[src/rtl/pairing_cmd_ctrl.sv]
// pairing_cmd_ctrl: buffers host function commands, launches the microcode sequencer
// one at a time, and returns a tagged response with the elapsed cycle count.
module pairing_cmd_ctrl #(
  parameter int FIFO_DEPTH    = 4,
  parameter int CNT_W         = 32,
  parameter int START_TIMEOUT = 8
) (
  input  logic             clk,
  input  logic             rstn,
  input  logic             cmd_valid,
  output logic             cmd_ready,
  input  logic [3:0]       cmd_func,
  input  logic [3:0]       cmd_tag,
  input  logic             seq_busy,
  output logic             seq_run,
  output logic [3:0]       seq_n_func,
  output logic             rsp_valid,
  input  logic             rsp_ready,
  output logic [3:0]       rsp_tag,
  output logic [CNT_W-1:0] rsp_cycles,
  output logic             rsp_err,
  output logic             idle
);
  localparam int AW = $clog2(FIFO_DEPTH);
  localparam int TW = $clog2(START_TIMEOUT + 1);
  typedef enum logic [2:0] {S_IDLE, S_LAUNCH, S_WAIT_BUSY, S_RUN, S_RESP} state_t;
  state_t           r_state, w_next;
  logic [7:0]       r_mem [FIFO_DEPTH];
  logic [AW-1:0]    r_wp, r_rp;
  logic [AW:0]      r_count;
  logic             w_full, w_empty, w_push, w_pop, w_hbad, w_tmo_hit, w_launch;
  logic [3:0]       w_hfunc, w_htag;
  logic [CNT_W-1:0] r_cyc, w_cyc_inc;
  logic [TW-1:0]    r_tmo;
  logic             r_seq_run, r_rsp_err;
  logic [3:0]       r_seq_n_func, r_rsp_tag;
  logic [CNT_W-1:0] r_rsp_cycles;
  assign w_full     = r_count == (AW+1)'(FIFO_DEPTH);
  assign w_empty    = r_count == '0;
  assign w_push     = cmd_valid && !w_full;
  assign {w_hfunc, w_htag} = r_mem[r_rp];
  assign w_hbad     = w_hfunc > 4'd2;
  assign w_pop      = (r_state == S_IDLE && !w_empty && w_hbad) || r_state == S_LAUNCH;
  assign w_launch   = r_state == S_IDLE && w_next == S_LAUNCH;
  assign w_cyc_inc  = &r_cyc ? r_cyc : r_cyc + 1'b1;
  assign w_tmo_hit  = r_tmo == TW'(START_TIMEOUT - 1);
  assign cmd_ready  = !w_full;
  assign seq_run    = r_seq_run;
  assign seq_n_func = r_seq_n_func;
  assign rsp_valid  = r_state == S_RESP;
  assign rsp_tag    = r_rsp_tag;
  assign rsp_cycles = r_rsp_cycles;
  assign rsp_err    = r_rsp_err;
  assign idle       = w_empty && r_state == S_IDLE;
  always_ff @(posedge clk)
    r_state <= !rstn ? S_IDLE : w_next;
  always_comb begin
    w_next = r_state;
    case (r_state)
      S_IDLE:      w_next = w_empty ? S_IDLE : w_hbad ? S_RESP : seq_busy ? S_IDLE : S_LAUNCH;
      S_LAUNCH:    w_next = S_WAIT_BUSY;
      S_WAIT_BUSY: w_next = seq_busy ? S_RUN : w_tmo_hit ? S_RESP : S_WAIT_BUSY;
      S_RUN:       w_next = seq_busy ? S_RUN : S_RESP;
      S_RESP:      w_next = rsp_ready ? S_IDLE : S_RESP;
      default:     w_next = S_IDLE;
    endcase
  end
  always_ff @(posedge clk) begin
    if (!rstn) begin
      r_wp    <= '0;
      r_rp    <= '0;
      r_count <= '0;
    end else begin
      if (w_push) begin
        r_mem[r_wp] <= {cmd_func, cmd_tag};
        r_wp        <= r_wp + 1'b1;
      end
      if (w_pop) r_rp <= r_rp + 1'b1;
      r_count <= r_count + (AW+1)'(w_push) - (AW+1)'(w_pop);
    end
  end
  // Response fields only load outside RESP, so they stay stable while the host stalls.
  always_ff @(posedge clk) begin
    if (!rstn) begin
      r_seq_run    <= 1'b0;
      r_seq_n_func <= '0;
      r_rsp_tag    <= '0;
      r_rsp_cycles <= '0;
      r_rsp_err    <= 1'b0;
      r_cyc        <= '0;
      r_tmo        <= '0;
    end else begin
      r_seq_run <= w_launch;
      if (w_launch) r_seq_n_func <= w_hfunc;
      if (r_state == S_IDLE && !w_empty && w_hbad) begin
        r_rsp_tag    <= w_htag;
        r_rsp_err    <= 1'b1;
        r_rsp_cycles <= '0;
      end
      if (r_state == S_LAUNCH) begin
        r_rsp_tag <= w_htag;
        r_cyc     <= '0;
        r_tmo     <= '0;
      end
      if (r_state == S_WAIT_BUSY || r_state == S_RUN) r_cyc <= w_cyc_inc;
      if (r_state == S_WAIT_BUSY) r_tmo <= r_tmo + 1'b1;
      if (r_state == S_WAIT_BUSY && !seq_busy && w_tmo_hit) begin
        r_rsp_err    <= 1'b1;
        r_rsp_cycles <= w_cyc_inc;
      end
      if (r_state == S_RUN && !seq_busy) begin
        r_rsp_err    <= 1'b0;
        r_rsp_cycles <= w_cyc_inc;
      end
    end
  end
endmodule

[config.mk]
export PLATFORM = sky130hd
export DESIGN_NAME = pairing_cmd_ctrl
export DESIGN_NICKNAME = d
export VERILOG_FILES = /design/src/rtl/pairing_cmd_ctrl.sv
export SDC_FILE = /design/constraint.sdc
export NUM_CORES = 1
export LEC_CHECK = 0
export BUFFER_PORTS_ARGS = -buffer_cell sky130_fd_sc_hd__buf_2
export CAP_MARGIN = 20
export CORE_UTILIZATION = 60
export CTS_BUF_LIST = sky130_fd_sc_hd__clkbuf_4 sky130_fd_sc_hd__clkbuf_8 sky130_fd_sc_hd__clkbuf_16
export DETAILED_ROUTE_END_ITERATION = 12
export PLACE_DENSITY = 0.89
export SYNTH_ARGS = -nofsm -noshare
export SYNTH_HDL_FRONTEND = slang
export SYNTH_SLANG_ARGS = --single-unit
[constraint.sdc]
create_clock -name clk -period 7.2 [get_ports clk]
set_input_delay 1.08 -clock clk [delete_from_list [all_inputs] [get_ports clk]]
set_output_delay 1.08 -clock clk [all_outputs]
set_load 0.01 [all_outputs]
==> run summary <==
# resized after CTS = 0
leading area contributor after synthesis = dfxtp_1
P_leak = 2.63 nW
post-synthesis to final-layout area growth = 14.9%
largest net degree at the start of global routing = 36
TritonCTS buffer count = 17
worst-skew pair later-pin latency = 0.52 ns
min Tclk post-route = 3.27 ns
status = finished, final reports clean
WL final = 14,200 um
Core Area = 0.00942 mm2
Ys Warns = 0
Cell Chain, Critical Path = mux4_2, a21oi_1, nor2_1, inv_1, ha_1, inv_1, ha_1, fa_1, xnor2_1, xnor2_1, nor2_1
top post-synthesis cells by area = dfxtp_1 (30%), edfxtp_1 (16%), nand2_1 (3.8%)
Post-DP Area = 0.00620 mm2
FMAX = 306 MHz
Die X = 101 um
Die Footprint = 0.0103 mm2
Vias/cell = 6.51
DRC errors left = 0
vias in the first global route = 4,840
H-tree depth = 4
initial core utilization = 62.9%
clk slew on worst S/H paths = 0.06 ns
initial antenna violation count = 0
Final Net Count = 664
data required time of the worst path = 7.59 ns
Hold Path Class = flip-flop to flip-flop
share of layout cells above drive strength 1 = 18.8%
GRT Residual Overflow = 0
CTS tree = built
post-synthesis sequential area ratio = 46.7%
M1 WL = 5690 um
PwrDens = 292 mW/mm2
period utilization = 45.4%
Pins Over Slew Limit = 0
most common cell in the netlist = dfxtp_1
top cells by count, synth = dfxtp_1 (90), nand2_1 (60), a31oi_1 (33), edfxtp_1 (32)
gp weighted congestion = 0.836
Critical Path End Type = flip-flop
synth unique cells = 75
die height = 101 um
CTS Hold Bufs = 0
post-route ant nets = 0
global-route wire length before repair = 22,900 um
Sink Count = 122
Final Skew = 0.00851 ns
DR WL met3 = 974 um
pre-CTS WS = 3.80 ns
Synth Cell Area = 0.00592 mm2
final setup vio count = 0
cells after synthesis = 605
Worst Path Arrival = 3.65 ns
CP Launch Type = flip-flop
port bufs = 57
number of synthesized flops with an enable pin = 32
Mapped Nets = 627
setup TNS = 0 ns
1st-pass router iterations = 7
drt wl/cell = 18.1 um
setup bufs post-CTS = 0
Fin. Hold Viols = 0
HP Start = rsp_cycles[22]
Initial DRC Count = 422
worst path buffer plus inverter count = 2
clk buf depth = 2
total power = 1.99 mW
uppermost layer routed = met4
Crit Path Max Fanout = 7
max_cap viols = 0
Total GRT Usage = 29.1%
fillers = 665
Tightest Pin Transition = 0.947 ns
n_diodes = 0
slew margin rel. = 36.7%
Mean Syn Cell Area = 9.79 um2
I/O pin total = 58
std cell rows = 35
DR vias = 5,105
top cell type's share of synthesized area = 30.4%
Top FF cell, synth = dfxtp_1
Post-synth ARST share = 0%
CP max stage cell = mux4_2
met2 WL = 7140 um
fin area = 0.00680 mm2
Crit Path Category = flip-flop to flip-flop
Final WS setup = 3.93 ns
FF+latch count, synth = 122
RSZ-0062 raised after global routing = no
largest stage delay on the critical path = 0.64 ns
Peak supply drop = 0.226 mV
DP HPWL = 8920 um
CTS root buf = clkbuf_8
delay-heaviest family, CP = adder cells
[routing by layer]
metal / up-vias / global-route usage (%)
met5: - / 0
met4: 0 / 15.2
met3: 36 / 5.87
met2: 250 / 50.2
met1: 2449 / 34.4
li1: 2370 / -
[worst paths after layout]
path,cells after the start,end,slack (ns)
max,11,r_count[2],3.93
min,2,rsp_cycles[22],0.44
max reg2reg,11,r_count[2],3.93
min reg2reg,2,rsp_cycles[22],0.44
[cells in the final DEF (no fill, tap or decap), drive strengths merged, types with 24 or more instances in the layout]
cell / synthesis / routed
buf: 21 / 60
a31oi: 33 / 33
a21oi: 30 / 30
dfxtp: 90 / 90
nand3: 32 / 32
clkbuf: 21 / 24
o21ai: 33 / 33
edfxtp: 32 / 32
nor2: 29 / 29
nand2: 61 / 61
[kinds of logic (layout without fill, tap and decap cells)]
kind of cell | Yosys count | after routing | share of synthesized area (%)
AOI/OAI and AO/OA | 168 | 168 | 20.1
and+or+nand+nor | 223 | 223 | 21.7
xor gates and xnor gates | 11 | 11 | 1.63
DFF | 122 | 122 | 46.7
muxes | 12 | 12 | 3.51
adders and majority gates | 9 | 9 | 2.03
buffers and inverters | 60 | 110 | 4.39
[state kept, by name, summed over array words and instances, names as in the netlist, named ones only]
name / flops
seq_n_func: 4
rsp_err: 1
r_count: 3
rsp_tag: 4
r_tmo: 4
rsp_cycles: 32
r_cyc: 32
r_rp: 2
r_state: 3
r_wp: 2
r_mem: 32
seq_run: 1
[stage by stage]
stage | hold WS, ns | utilization, % | cells
4_1_cts | 0.444 | 72.3 | 784
6_report | 0.441 | 72.3 | 784
5_1_grt | 0.465 | 72.3 | 784
3_3_place_gp | 0.431 | 65.9 | 752
2_1_floorplan | 0.445 | - | 605
3_5_place_dp | 0.436 | 65.9 | 752
[final cells by class]
class | instances | area (um2) | area share, %
Inverter | 18 | 67.6 | 0.993
Sequential cell | 122 | 2760 | 40.6
Tap cell | 129 | 161 | 2.37
Clock buffer | 24 | 485 | 7.13
Multi-Input combinational cell | 423 | 2900 | 42.6
Clock inverter | 8 | 118 | 1.73
Timing Repair Buffer | 60 | 308 | 4.52
[worst reg2reg max path, cell delays in order (launching register included)]
cell and delay, ns:
dfxtp_1 0.63, mux4_2 0.65, a21oi_1 0.55, nor2_1 0.14
inv_1 0.09, ha_1 0.12, inv_1 0.04, ha_1 0.18
fa_1 0.38, xnor2_1 0.17, xnor2_1 0.14, nor2_1 0.05
[report_power, final]
group | switching (mW) | internal, mW | leakage (nW)
Sequential | 0.0540 | 0.753 | 1.02
Clock | 0.293 | 0.568 | 0.303
Combinational | 0.187 | 0.133 | 1.31
(Power assumes the default switching activity.)
